### config.mk
export PLATFORM = sky130hd
export DESIGN_NAME = raw_stream_gen
export DESIGN_NICKNAME = d
export VERILOG_FILES = /design/src/rtl/raw_stream_gen_pkg.sv /design/src/rtl/raw_stream_gen_lfsr.sv /design/src/rtl/raw_stream_gen.sv
export SDC_FILE = /design/constraint.sdc
export NUM_CORES = 1
export LEC_CHECK = 0
export CAP_MARGIN = 20
export CORE_ASPECT_RATIO = 1.1
export CORE_MARGIN = 2
export CORE_UTILIZATION = 50
export DETAILED_ROUTE_END_ITERATION = 10
export PLACE_DENSITY_LB_ADDON = 0.1
export SYNTH_ARGS = -nofsm -noshare
export SYNTH_HDL_FRONTEND = slang
export SYNTH_SLANG_ARGS = --single-unit
### constraint.sdc
create_clock -name iCLK -period 6.5 [get_ports iCLK]
set_input_delay 1.3 -clock iCLK [delete_from_list [all_inputs] [get_ports iCLK]]
set_output_delay 1.3 -clock iCLK [all_outputs]
set_load 0.005 [all_outputs]
### src/rtl/raw_stream_gen_pkg.sv
// Shared types and constants for the raw_stream_gen test-pattern source.
// Holds the FSM/pattern enums, default timing and the LFSR seed/tap constants.
package raw_stream_pkg;

    typedef enum logic [1:0] {
        ST_IDLE   = 2'd0,
        ST_ACTIVE = 2'd1,
        ST_HBLANK = 2'd2,
        ST_VBLANK = 2'd3
    } state_t;

    typedef enum logic [1:0] {
        PAT_CONST = 2'd0,
        PAT_RAMP  = 2'd1,
        PAT_BARS  = 2'd2,
        PAT_AUX   = 2'd3
    } pattern_t;

    localparam int unsigned DEF_H_ACTIVE = 1280;
    localparam int unsigned DEF_V_ACTIVE = 960;
    localparam int unsigned DEF_H_BLANK  = 16;
    localparam int unsigned DEF_V_BLANK  = 4;

    // Right-shift Fibonacci form of x^16+x^14+x^13+x^11+1: feedback from bits 0,2,3,5.
    localparam logic [15:0] LFSR_SEED = 16'hACE1;
    localparam logic [15:0] LFSR_TAPS = 16'h002D;

    function automatic logic [15:0] lfsr_step(input logic [15:0] s);
        return {^(s & LFSR_TAPS), s[15:1]};
    endfunction

endpackage

### src/rtl/raw_stream_gen_lfsr.sv
// 16-bit Fibonacci LFSR with seed load and advance enable; only built with
// RAW_STREAM_GEN_LFSR_EN. next_low_o is the value the register takes at this edge.
`ifdef RAW_STREAM_GEN_LFSR_EN
module raw_lfsr16
    import raw_stream_pkg::*;
(
    input  logic        iCLK,
    input  logic        iRST,
    input  logic        en,
    input  logic        load,
    output logic [11:0] next_low_o
);

    logic [15:0] state_q;
    logic [15:0] state_d;

    always_comb begin
        state_d = state_q;
        if (load) begin
            state_d = LFSR_SEED;
        end else if (en) begin
            state_d = lfsr_step(state_q);
        end
    end

    always_ff @(posedge iCLK) begin
        if (iRST) begin
            state_q <= LFSR_SEED;
        end else begin
            state_q <= state_d;
        end
    end

    assign next_low_o = state_d[11:0];

endmodule
`endif

### src/rtl/raw_stream_gen.sv
// Raw 12-bit video test-pattern generator with line/frame blanking and frame_done pulse.
// Build option RAW_STREAM_GEN_LFSR_EN: pattern 3 becomes an LFSR stream instead of a checkerboard.
module raw_stream_gen
    import raw_stream_pkg::*;
#(
    parameter int unsigned H_ACTIVE = DEF_H_ACTIVE,
    parameter int unsigned V_ACTIVE = DEF_V_ACTIVE,
    parameter int unsigned H_BLANK  = DEF_H_BLANK,
    parameter int unsigned V_BLANK  = DEF_V_BLANK
) (
    input  logic        iCLK,
    input  logic        iRST,
    input  logic        iSTART,
    input  logic        iCONT,
    input  logic [1:0]  iPATTERN,
    output logic [11:0] oDATA,
    output logic        oDVAL,
    output logic [10:0] oX_Cont,
    output logic [10:0] oY_Cont,
    output logic        oFRAME_DONE,
    output logic        oBUSY
);

    localparam int unsigned VB_CYC = V_BLANK * (H_ACTIVE + H_BLANK);
    localparam int          CW     = $clog2(VB_CYC + H_BLANK + 2);

    localparam logic [10:0]   H_LAST  = 11'(H_ACTIVE - 1);
    localparam logic [10:0]   V_LAST  = 11'(V_ACTIVE - 1);
    localparam logic [CW-1:0] HB_LAST = CW'(H_BLANK - 1);
    localparam logic [CW-1:0] VB_LAST = CW'(VB_CYC - 1);
    // cnt == VB_END marks the frame_done cycle before a continuous restart.
    localparam logic [CW-1:0] VB_END  = CW'(VB_CYC);

    state_t        state_q, state_d;
    pattern_t      pat_q, pat_d;
    logic [10:0]   x_q, x_d;
    logic [10:0]   y_q, y_d;
    logic [CW-1:0] cnt_q, cnt_d;
    logic [11:0]   data_q, data_d;
    logic          dval_q, dval_d;
    logic          done_q, done_d;
    logic          busy_q, busy_d;

    logic          frame_start;
    logic          line_end;
    logic          lines_done;
    logic          frame_end;
    logic [11:0]   pix;

`ifdef RAW_STREAM_GEN_LFSR_EN
    logic [11:0] lfsr_low;

    raw_lfsr16 u_lfsr (
        .iCLK       (iCLK),
        .iRST       (iRST),
        .en         (dval_d),
        .load       (frame_start),
        .next_low_o (lfsr_low)
    );
`endif

    // NOTE: every signal written here gets a default first, so no latch is inferred.
    always_comb begin
        state_d     = state_q;
        pat_d       = pat_q;
        x_d         = x_q;
        y_d         = y_q;
        cnt_d       = cnt_q;
        done_d      = 1'b0;
        frame_start = 1'b0;
        line_end    = 1'b0;
        lines_done  = 1'b0;
        frame_end   = 1'b0;

        unique case (state_q)
            ST_IDLE: begin
                if (iSTART) frame_start = 1'b1;
            end
            ST_ACTIVE: begin
                if (x_q == H_LAST) begin
                    if (H_BLANK == 0) begin
                        line_end = 1'b1;
                    end else begin
                        state_d = ST_HBLANK;
                        cnt_d   = '0;
                    end
                end else begin
                    x_d = x_q + 11'd1;
                end
            end
            ST_HBLANK: begin
                if (cnt_q == HB_LAST) line_end = 1'b1;
                else                  cnt_d    = cnt_q + 1'b1;
            end
            ST_VBLANK: begin
                if (cnt_q == VB_END)       frame_start = 1'b1;
                else if (cnt_q == VB_LAST) frame_end   = 1'b1;
                else                       cnt_d       = cnt_q + 1'b1;
            end
            default: state_d = ST_IDLE;
        endcase

        // Zero-length blanking intervals collapse straight into the next step.
        if (line_end) begin
            if (y_q == V_LAST) begin
                lines_done = 1'b1;
            end else begin
                state_d = ST_ACTIVE;
                x_d     = '0;
                y_d     = y_q + 11'd1;
            end
        end
        if (lines_done) begin
            if (VB_CYC == 0) begin
                frame_end = 1'b1;
            end else begin
                state_d = ST_VBLANK;
                cnt_d   = '0;
            end
        end
        if (frame_end) begin
            done_d = 1'b1;
            if (iCONT) begin
                state_d = ST_VBLANK;
                cnt_d   = VB_END;
            end else begin
                state_d = ST_IDLE;
            end
        end
        if (frame_start) begin
            state_d = ST_ACTIVE;
            x_d     = '0;
            y_d     = '0;
            pat_d   = pattern_t'(iPATTERN);
        end

        unique case (pat_d)
            PAT_CONST: pix = 12'h800;
            PAT_RAMP:  pix = {x_d, 1'b0};
            PAT_BARS:  pix = x_d[6] ? 12'hFFF : 12'h000;
`ifdef RAW_STREAM_GEN_LFSR_EN
            default:   pix = lfsr_low;
`else
            default:   pix = (x_d[3] ^ y_d[3]) ? 12'hFFF : 12'h000;
`endif
        endcase

        dval_d = (state_d == ST_ACTIVE);
        data_d = dval_d ? pix : 12'h000;
        busy_d = (state_d != ST_IDLE);
    end

    // NOTE: sequential state uses non-blocking assignments only.
    always_ff @(posedge iCLK) begin
        if (iRST) begin
            state_q <= ST_IDLE;
            pat_q   <= PAT_CONST;
            x_q     <= '0;
            y_q     <= '0;
            cnt_q   <= '0;
            data_q  <= '0;
            dval_q  <= 1'b0;
            done_q  <= 1'b0;
            busy_q  <= 1'b0;
        end else begin
            state_q <= state_d;
            pat_q   <= pat_d;
            x_q     <= x_d;
            y_q     <= y_d;
            cnt_q   <= cnt_d;
            data_q  <= data_d;
            dval_q  <= dval_d;
            done_q  <= done_d;
            busy_q  <= busy_d;
        end
    end

    assign oDATA       = data_q;
    assign oDVAL       = dval_q;
    assign oX_Cont     = x_q;
    assign oY_Cont     = y_q;
    assign oFRAME_DONE = done_q;
    assign oBUSY       = busy_q;

endmodule

==> results.txt, run 1 <==
- Status: finished, final reports clean
- Leading cell type in the layout, fill and taps excluded: sky130_fd_sc_hd__dfxtp_1
- In this run, synthesis produced a sequential element count of 54.
* Kind of capture point of the worst setup path: flip-flop
- Max_cap viols: 0
- In the routed design, unresolved DRC markers number 0.
- The most critical setup path has its startpoint at iRST.
- Clock-pin slew was measured on the worst setup and hold paths at 0.10 ns.
* Die height: 83.67 µm
- Reported leakage power: 1.172 nW
* ANT nets after route: 0
* Worst endpoint data arrival time: 3.11 ns
- Growth of design area from synthesis to finish: 18.30%
- GRT Util Overall: 19.96%
- Internal power summed over all cells: 0.0004739 W
- Ports placed on the boundary: 43
- Worst path max stage delay: 0.55 ns
* Die area: 6395 µm²
- Worst-path cell chain: clkdlybuf4s50_1 > inv_1 > o21ai_0 > a21oi_1 > nand2_1 > o32ai_1
* Number of placement rows: 29
* Post-cts sizing count: 0
* Detailed-route wire length on metal 1: 2.891 mm
- After detailed routing, the number of vias per cell comes to 5.789.
- Tightest Hold Check Type: flip-flop to flip-flop
* Commonest cells after routing, fill and taps aside: 54 x sky130_fd_sc_hd__dfxtp_1, 44 x sky130_fd_sc_hd__nor2_1, 42 x sky130_fd_sc_hd__clkdlybuf4s50_1
* YS warnings: 0
- Global-route wire length before repair: 10.60 mm
* Initial standard-cell utilization of the core: 50.97%
* Final RePlAce weighted congestion: 0.8722
* Combined buffer and inverter count along the critical path: 2
- The cell family contributing the most delay on the critical path is compound AO/OA/AOI/OAI gates.
- Net load switching power: 0.0001500 W
- Mapped Nets: 346
* Number of enable-type register cells in the synthesized netlist: 0
- Net switching is 24.04% of the power.
* Type of element launching the critical path: input port
- Reg-to-Reg Start: state_q[1]$_SDFF_PP0_
- Final setup violation count: 0
- In the detailed route, the total length drawn on met2 is 3.144 mm.
- Worst-case reg-to-reg path depth: 8
- Headroom to the max-slew limit came out at 41.27%.
- The final count of pins violating max slew is 0.
* Unrepaired setup endpoints after global routing: no
* Post-route worst hold slack: 0.5154 ns
- Transition time at the pin with the least slew margin: 0.8809 ns
- Final design instance area without fill: 3413 µm²
* Buffers from clock root to sink, at most: 2
* Startpoint-to-endpoint class of the critical path: input port to flip-flop
- Following the worst setup path forward leads to its endpoint at cnt_q[8]$_SDFF_PP0_.
- # H-tree levels: 2
- Nets: 382
- Share of the clock period used by the worst path: 44.34%
- Counting distinct cell types in the post-synthesis netlist gives 65.
- Tmin final: 2.882 ns
- Reg-to-reg setup timing slack: 3.75 ns
- Pwr dens: 182.8 nW/µm²
* Top flip-flop cell by instance count after synthesis: sky130_fd_sc_hd__dfxtp_1
- Setup clock skew after layout: 0.008999 ns
* TritonCTS Buffers: 5
* Clock net sink count: 54
* GRT overflow: 0
* Initial antenna violation count: 0
- The first detailed-routing pass ran for 4 iterations.
- Clk pwr share: 37.6%
- Synthesis handed over a netlist of 331 instances.
- The number of global-route vias before repair came to 2285.
* Chip Width: 76.43 µm
* Combinational share of power: 8.1%
- Sequential elements use 37.47% of the synthesized area.
- The number of failing hold endpoints at the final stage came to 0.
- Total wirelength of the detailed-routed design: 6.436 mm
- During placement, the flow inserted port buffers numbering 42.
- Required time of the critical path: 6.73 ns
* Area of the core: 5660 µm²
* Iteration-0 DRC Markers: 161
* Average footprint of a synthesized cell: 8.717 µm²
* Highest net fanout along the worst path: 8
* Number of buffers inserted for hold repair after clock tree synthesis: 0
* Antenna cell count: 0
* Sum of negative setup slack: 0 ns
- Routed via count: 2576
- WL per Instance: 14.46 µm
* Slowest cell on crit path: sky130_fd_sc_hd__clkdlybuf4s50_1
- Area of the mapped netlist: 2885 µm²
- Fraction of registers with async set/reset: 0%
- Share of cells above drive strength 1: 9.239%
- TritonCTS clock tree: built
- The worst path meets setup with 3.618 ns of slack.
- Sequential cells account for 54.3% of the total power.
- In the detailed route, the total length drawn on met3 is 331 µm.
- Signal routing reaches up to met4.
- Post-CTS setup repair buffer count: 0
- The tree is rooted in a sky130_fd_sc_hd__clkbuf_8.
- Worst slack at placement: 3.303 ns
- Number of cells on the critical path: 6
- In this run the critical register-to-register path is captured at oDATA[6]$_SDFF_PP0_.
- Clock insertion delay at the later pin of the skew report: 0.31 ns
- Maximum number of pins on one net before global-route repair: 19
- Once placement finished, the instance area stood at 3297 µm².
- Max rail drop VDD: 0.1104 mV
* Min-Delay Path Depth: 2
- For this run, the top clock speed supported by timing is 0.3470 GHz.
- The HPWL after detailed placement is 4.754 mm.
==> worst min path at each step <==
| stage | from | endpoint | slack [ns] |
|---|---|---|---|
| floorplan | oY_Cont[1]$_SDFFE_PP0P_ | oY_Cont[1]$_SDFFE_PP0P_ | 0.48 |
| global placement | oY_Cont[1]$_SDFFE_PP0P_ | oY_Cont[1]$_SDFFE_PP0P_ | 0.49 |
| detailed placement | oY_Cont[1]$_SDFFE_PP0P_ | oY_Cont[1]$_SDFFE_PP0P_ | 0.50 |
| CTS | oY_Cont[1]$_SDFFE_PP0P_ | oY_Cont[1]$_SDFFE_PP0P_ | 0.51 |
| global route | oY_Cont[1]$_SDFFE_PP0P_ | oY_Cont[1]$_SDFFE_PP0P_ | 0.52 |
| finish | oY_Cont[1]$_SDFFE_PP0P_ | oY_Cont[1]$_SDFFE_PP0P_ | 0.52 |
==> metrics by stage <==
step	util, %	power [W]	cells
detailed placement	58.24	0.0003963	437
global route	60.30	0.0006450	445
floorplan	-	0.0003809	331
global placement	58.24	0.0003961	437
CTS	60.30	0.0006277	445
finish	60.30	0.0006239	445
==> area by class of cell <==
type                    count  area [µm²]
fillers                   516        2247
flip-flops and latches     54        1081
clock inverters             3       47.55
well taps                  77       96.34
clock buffers               5       68.82
inverters                  11       41.29
multi-input cells         253        1658
repair buffers             42       420.4
==> state kept, by name, indices dropped and copies added (netlist names) <==
signal       cells
oDATA           12
oX_Cont         11
state_q          2
oDVAL            1
oY_Cont         11
oFRAME_DONE      1
oBUSY            1
pat_q            2
cnt_q           13
==> layer usage <==
metal  up-vias  track usage, %
met5         -               0
met4         0           5.289
met3         9           3.355
met2        76           33.23
met1      1218           26.86
li1       1273               -
==> cell families after synthesis <==
family                     after synthesis  share of synthesized area [%]
muxes                                    4                          1.431
DFF                                     54                          37.47
and+or+nand+nor                        145                          27.71
buffers and inverters                   24                          5.073
adders and majority gates                9                          3.903
AOI/OAI and AO/OA                       81                          20.16
xor gates and xnor gates                14                          4.250
==> worst min-delay path: cells and delay by family, from the launching register on <==
kind	cells	cell delay [ns]
and+or+nand+nor	1	0.07
DFF	1	0.35
AOI/OAI and AO/OA	1	0.06
==> synthesized netlist by cell type, types with 3 or more instances <==
master / instances / area share, %
sky130_fd_sc_hd__o31ai_1: 4 / 1.0
sky130_fd_sc_hd__nor3_1: 12 / 2.1
sky130_fd_sc_hd__inv_1: 11 / 1.4
sky130_fd_sc_hd__xnor2_1: 8 / 2.4
sky130_fd_sc_hd__o22ai_1: 8 / 1.7
sky130_fd_sc_hd__nand4_1: 7 / 1.5
sky130_fd_sc_hd__nor2_1: 44 / 5.7
sky130_fd_sc_hd__buf_2: 3 / 0.52
sky130_fd_sc_hd__or3_1: 6 / 1.3
sky130_fd_sc_hd__buf_6: 6 / 2.3
sky130_fd_sc_hd__nand2_1: 25 / 3.3
sky130_fd_sc_hd__ha_1: 9 / 3.9
sky130_fd_sc_hd__a21o_1: 4 / 1.0
sky130_fd_sc_hd__nor4_1: 4 / 0.87
sky130_fd_sc_hd__xor2_1: 6 / 1.8
sky130_fd_sc_hd__nand4b_1: 3 / 0.91
sky130_fd_sc_hd__nand3_1: 11 / 1.9
sky130_fd_sc_hd__dfxtp_1: 54 / 37
sky130_fd_sc_hd__nand3b_1: 5 / 1.3
sky130_fd_sc_hd__a21oi_1: 26 / 4.5
sky130_fd_sc_hd__mux2i_1: 3 / 1.0
sky130_fd_sc_hd__and3_1: 3 / 0.65
sky130_fd_sc_hd__o21ai_0: 10 / 1.7
==> power groups by stage <==
stage	logic [W]	registers, W	clock network (W)
2_1_floorplan	0.0000358	0.000345	0
3_3_place_gp	0.0000500	0.000346	0
3_5_place_dp	0.0000502	0.000346	0
4_1_cts	0.0000506	0.000338	0.000239
5_1_grt	0.0000558	0.000339	0.000250
6_report	0.0000507	0.000339	0.000235
Note: power is estimated with default switching activity, not from simulation.
==> run 2: changes to the inputs <==
--- a/config.mk
+++ b/config.mk
@@ -8,7 +8,7 @@
 export CAP_MARGIN = 20
 export CORE_ASPECT_RATIO = 1.1
 export CORE_MARGIN = 2
-export CORE_UTILIZATION = 50
+export CORE_UTILIZATION = 49
 export DETAILED_ROUTE_END_ITERATION = 10
 export PLACE_DENSITY_LB_ADDON = 0.1
 export SYNTH_ARGS = -nofsm -noshare
==> constraint.sdc (replaced) <==
create_clock -name iCLK -period 2.4 [get_ports iCLK]
set_input_delay 0.48 -clock iCLK [delete_from_list [all_inputs] [get_ports iCLK]]
set_output_delay 0.48 -clock iCLK [all_outputs]
set_load 0.005 [all_outputs]
==> run 2 against run 1 <==
Core utilization increased by 3.8 points. Sequential power increased to 2.7 times the previous value. Die area increased by 1.9%. Clock skew about the same. Critical endpoint is now oDATA[10]$_SDFF_PP0_. Largest cell class unchanged. Largest power group unchanged.
==> results.txt, run 2 (synthesized netlist as in run 1, its figures left out) <==
* Max_cap viols: 0 (unchanged)
- WL per Instance: 15.46 µm (+6.9%)
- Global-route wire length before repair: 11.90 mm (+12%)
- The later-pin clock latency in the skew report is 0.31 ns (about the same).
- Share of the clock period used by the worst path: 95.69%
- The clock sink count was 54 (unchanged).
* Die area: 6519 µm² (+1.9%)
- ANT nets after route: 0 (unchanged)
* Type of element launching the critical path: flip-flop
* Reported leakage power: 1.291 nW (+10%)
* Number of placement rows: 29 (unchanged)
- The average via count per standard cell was 5.617 (-3.0%).
* Combinational share of power: 10.4% (+2.3 points)
* Clock root buffer: sky130_fd_sc_hd__clkbuf_8
- The arrival time at the worst endpoint was 2.54 ns (-0.57 ns).
- The number of primary I/O pins was 43 (unchanged).
* Number of flip-flops in the largest register: 13 (unchanged)
- Kind of capture point of the worst setup path: flip-flop
- The worst setup path is of the flip-flop to flip-flop kind.
- Transition time at the pin with the least slew margin: 0.5243 ns (-0.3566 ns)
- Half-perimeter wire length after placement: 5.394 mm (+13%)
* Max Fclk: 0.4355 GHz
- TritonCTS Buffers: 5 (unchanged)
* Iteration-0 DRC Markers: 173 (+7.5%)
- The maximum fanout count along the critical path is 8 (unchanged).
* Remaining DRCs: 0 (unchanged)
- Initial standard-cell utilization of the core: 50.33% (-0.65 points)
- Tmin final: 2.296 ns
* Worst max-slew margin expressed relative to the limit: 65.00% (+24 points)
* Clock-pin slew on the worst setup and hold paths: 0.10 ns (about the same)
- Final setup violation count: 0 (unchanged)
* GRT Util Overall: 22.75% (+2.8 points)
- Commonest cells after routing, fill and taps aside: 53 x sky130_fd_sc_hd__dfxtp_1, 44 x sky130_fd_sc_hd__nor2_1, 42 x sky130_fd_sc_hd__clkdlybuf4s50_1
- The count of fill cells added during filler insertion was 535 (+3.7%).
- The area growth from synthesis to layout is 27.36%.
- The number of buffers inserted by port buffering is 42 (unchanged).
- The area of the placeable core came to 5733 µm² (+1.3%).
- The min-delay analysis places its worst path in the category flip-flop to flip-flop.
- Max-slew violation count: 0 (unchanged)
- The die width came to 77.17 µm (+0.96%).
- The total grt overflow was 0 (unchanged).
- cnt_q holds more flip-flops than any other register.
- The weighted congestion reported at the end of routability-driven placement was 0.8960 (+2.7%).
* Initial antenna violation count: 0 (unchanged)
* Required time of the critical path: 2.64 ns (-4.09 ns)
- Total wirelength of the detailed-routed design: 7.267 mm (+13%)
- The count of hold buffers inserted by post-cts repair was 0 (unchanged).
- The fraction of power spent switching nets was 25.87% (+1.8 points).
- In this run the most critical hold path is launched from oY_Cont[1]$_SDFFE_PP0P_.
- Antenna cell count: 0 (unchanged)
- First-pass iteration count of the detailed router: 4 (unchanged)
* Net load switching power: 0.0004156 W (+180%)
* Clk pwr share: 32.4% (-5.2 points)
- Share of cells above drive strength 1: 17.30% (+8.1 points)
- The design internal power is 0.001191 W (+150%).
- Setup clock skew after layout: 0.008936 ns (-0.00006261 ns)
- The total vias in the final route was 2640 (+2.5%).
- The number of failing hold endpoints at the final stage was 0 (unchanged).
- The startpoint identified for the worst register-to-register timing path is state_q[0]$_SDFF_PP0_.
- The number of H-tree levels was 2 (unchanged).
- TritonCTS clock tree: built
* Maximum number of pins on one net before global-route repair: 19 (unchanged)
* Pwr dens: 437.2 nW/µm² (+140%)
- The peak supply drop was 0.2943 mV (+170%).
- Leading cell type in the layout, fill and taps excluded: sky130_fd_sc_hd__dfxtp_1
* Part of the total power dissipated in sequential elements: 57.2% (+2.9 points)
* Origin of the worst setup path: state_q[0]$_SDFF_PP0_
- Buffers from clock root to sink, at most: 2 (unchanged)
- Sum of negative setup slack: 0 ns (unchanged)
* Setup slack after layout: 0.1035 ns (-3.514 ns)
- Status: finished, final reports clean
- Nets: 407 (+6.5%)
* Number of global-route vias before repair: 2439 (+6.7%)
- The die height was 84.48 µm (+0.97%).
- The placement-stage worst setup slack was -0.03418 ns (-3.337 ns).
[run 2: changes by cell type in the layout (fill, tap and decap cells not counted), moves of 2 or more]
cell	delta
sky130_fd_sc_hd__o22ai_1	-5
sky130_fd_sc_hd__o22ai_2	+5
sky130_fd_sc_hd__o21ai_4	+2
sky130_fd_sc_hd__buf_4	+22
[run 2: final cells by class]
| type | count | area (µm²) | share of cell area [%] |
|---|---|---|---|
| well taps | 77 | 96.34 | 2.622 |
| inverters | 11 | 41.29 | 1.124 |
| multi-input cells | 255 | 1755 | 47.77 |
| flip-flops and latches | 54 | 1082 | 29.45 |
| repair buffers | 65 | 605.6 | 16.48 |
| clock buffers | 5 | 68.82 | 1.873 |
| clock inverters | 3 | 25.02 | 0.6810 |
[run 2: path summary, 6_finish.rpt]
kind                                   to  slack [ns]  cells past startpoint
setup / recovery     oDATA[10]$_SDFF_PP0_        0.10                      9
hold / removal    oY_Cont[1]$_SDFFE_PP0P_        0.50                      2
setup reg to reg     oDATA[10]$_SDFF_PP0_        0.10                      9
hold reg to reg   oY_Cont[1]$_SDFFE_PP0P_        0.50                      2
[run 2: metal layers]
layer  routed length [µm]  up-vias  GRT usage [%]  part of all wire (%)
met1                 3432     1263          32.37                    47
met2                 3478       47          35.97                    48
met3                  275        5          3.441                   3.8
met5                    0        -              0                     0
li1                     -     1325              -                     -
met4                   81        0          6.331                   1.1
[run 2: critical path, cell delays in order, from the launching register on]
cell and delay (ns):
sky130_fd_sc_hd__dfxtp_1 0.37, sky130_fd_sc_hd__inv_1 0.10, sky130_fd_sc_hd__ha_2 0.22, sky130_fd_sc_hd__nor3b_2 0.16, sky130_fd_sc_hd__and4_4 0.23, sky130_fd_sc_hd__or4_4 0.50, sky130_fd_sc_hd__a21oi_4 0.18, sky130_fd_sc_hd__buf_12 0.14
sky130_fd_sc_hd__nand4_4 0.14, sky130_fd_sc_hd__o22ai_1 0.17
[run 2: power groups by stage]
stage | sequential [W] | clock, W | combinational, W
final | 0.000919 | 0.000521 | 0.000167
after global routing | 0.000921 | 0.000576 | 0.000181
after detailed placement | 0.000938 | 0 | 0.000149
after global placement | 0.000937 | 0 | 0.000150
after CTS | 0.000917 | 0.000540 | 0.000151
after floorplan | 0.000935 | 0 | 0.0000970
[run 2: through the flow]
step / hold slack (ns) / util, % / power (W) / std cells / cell area [µm²]
6_report: 0.5006 / 64.10 / 0.001606 / 470 / 3675
5_1_grt: 0.5411 / 64.10 / 0.001678 / 470 / 3675
4_1_cts: 0.5077 / 62.16 / 0.001608 / 467 / 3563
3_5_place_dp: 0.4928 / 60.39 / 0.001087 / 459 / 3462
3_3_place_gp: 0.4857 / 60.39 / 0.001087 / 459 / 3462
2_1_floorplan: 0.4765 / - / 0.001032 / 331 / 2885
[run 2: what timing repair did]
action	in CTS	in global routing
pin swaps	0	7
setup endpoints to repair	10	14
gates cloned	0	2
setup buffers	0	1
gates resized for setup	1	12
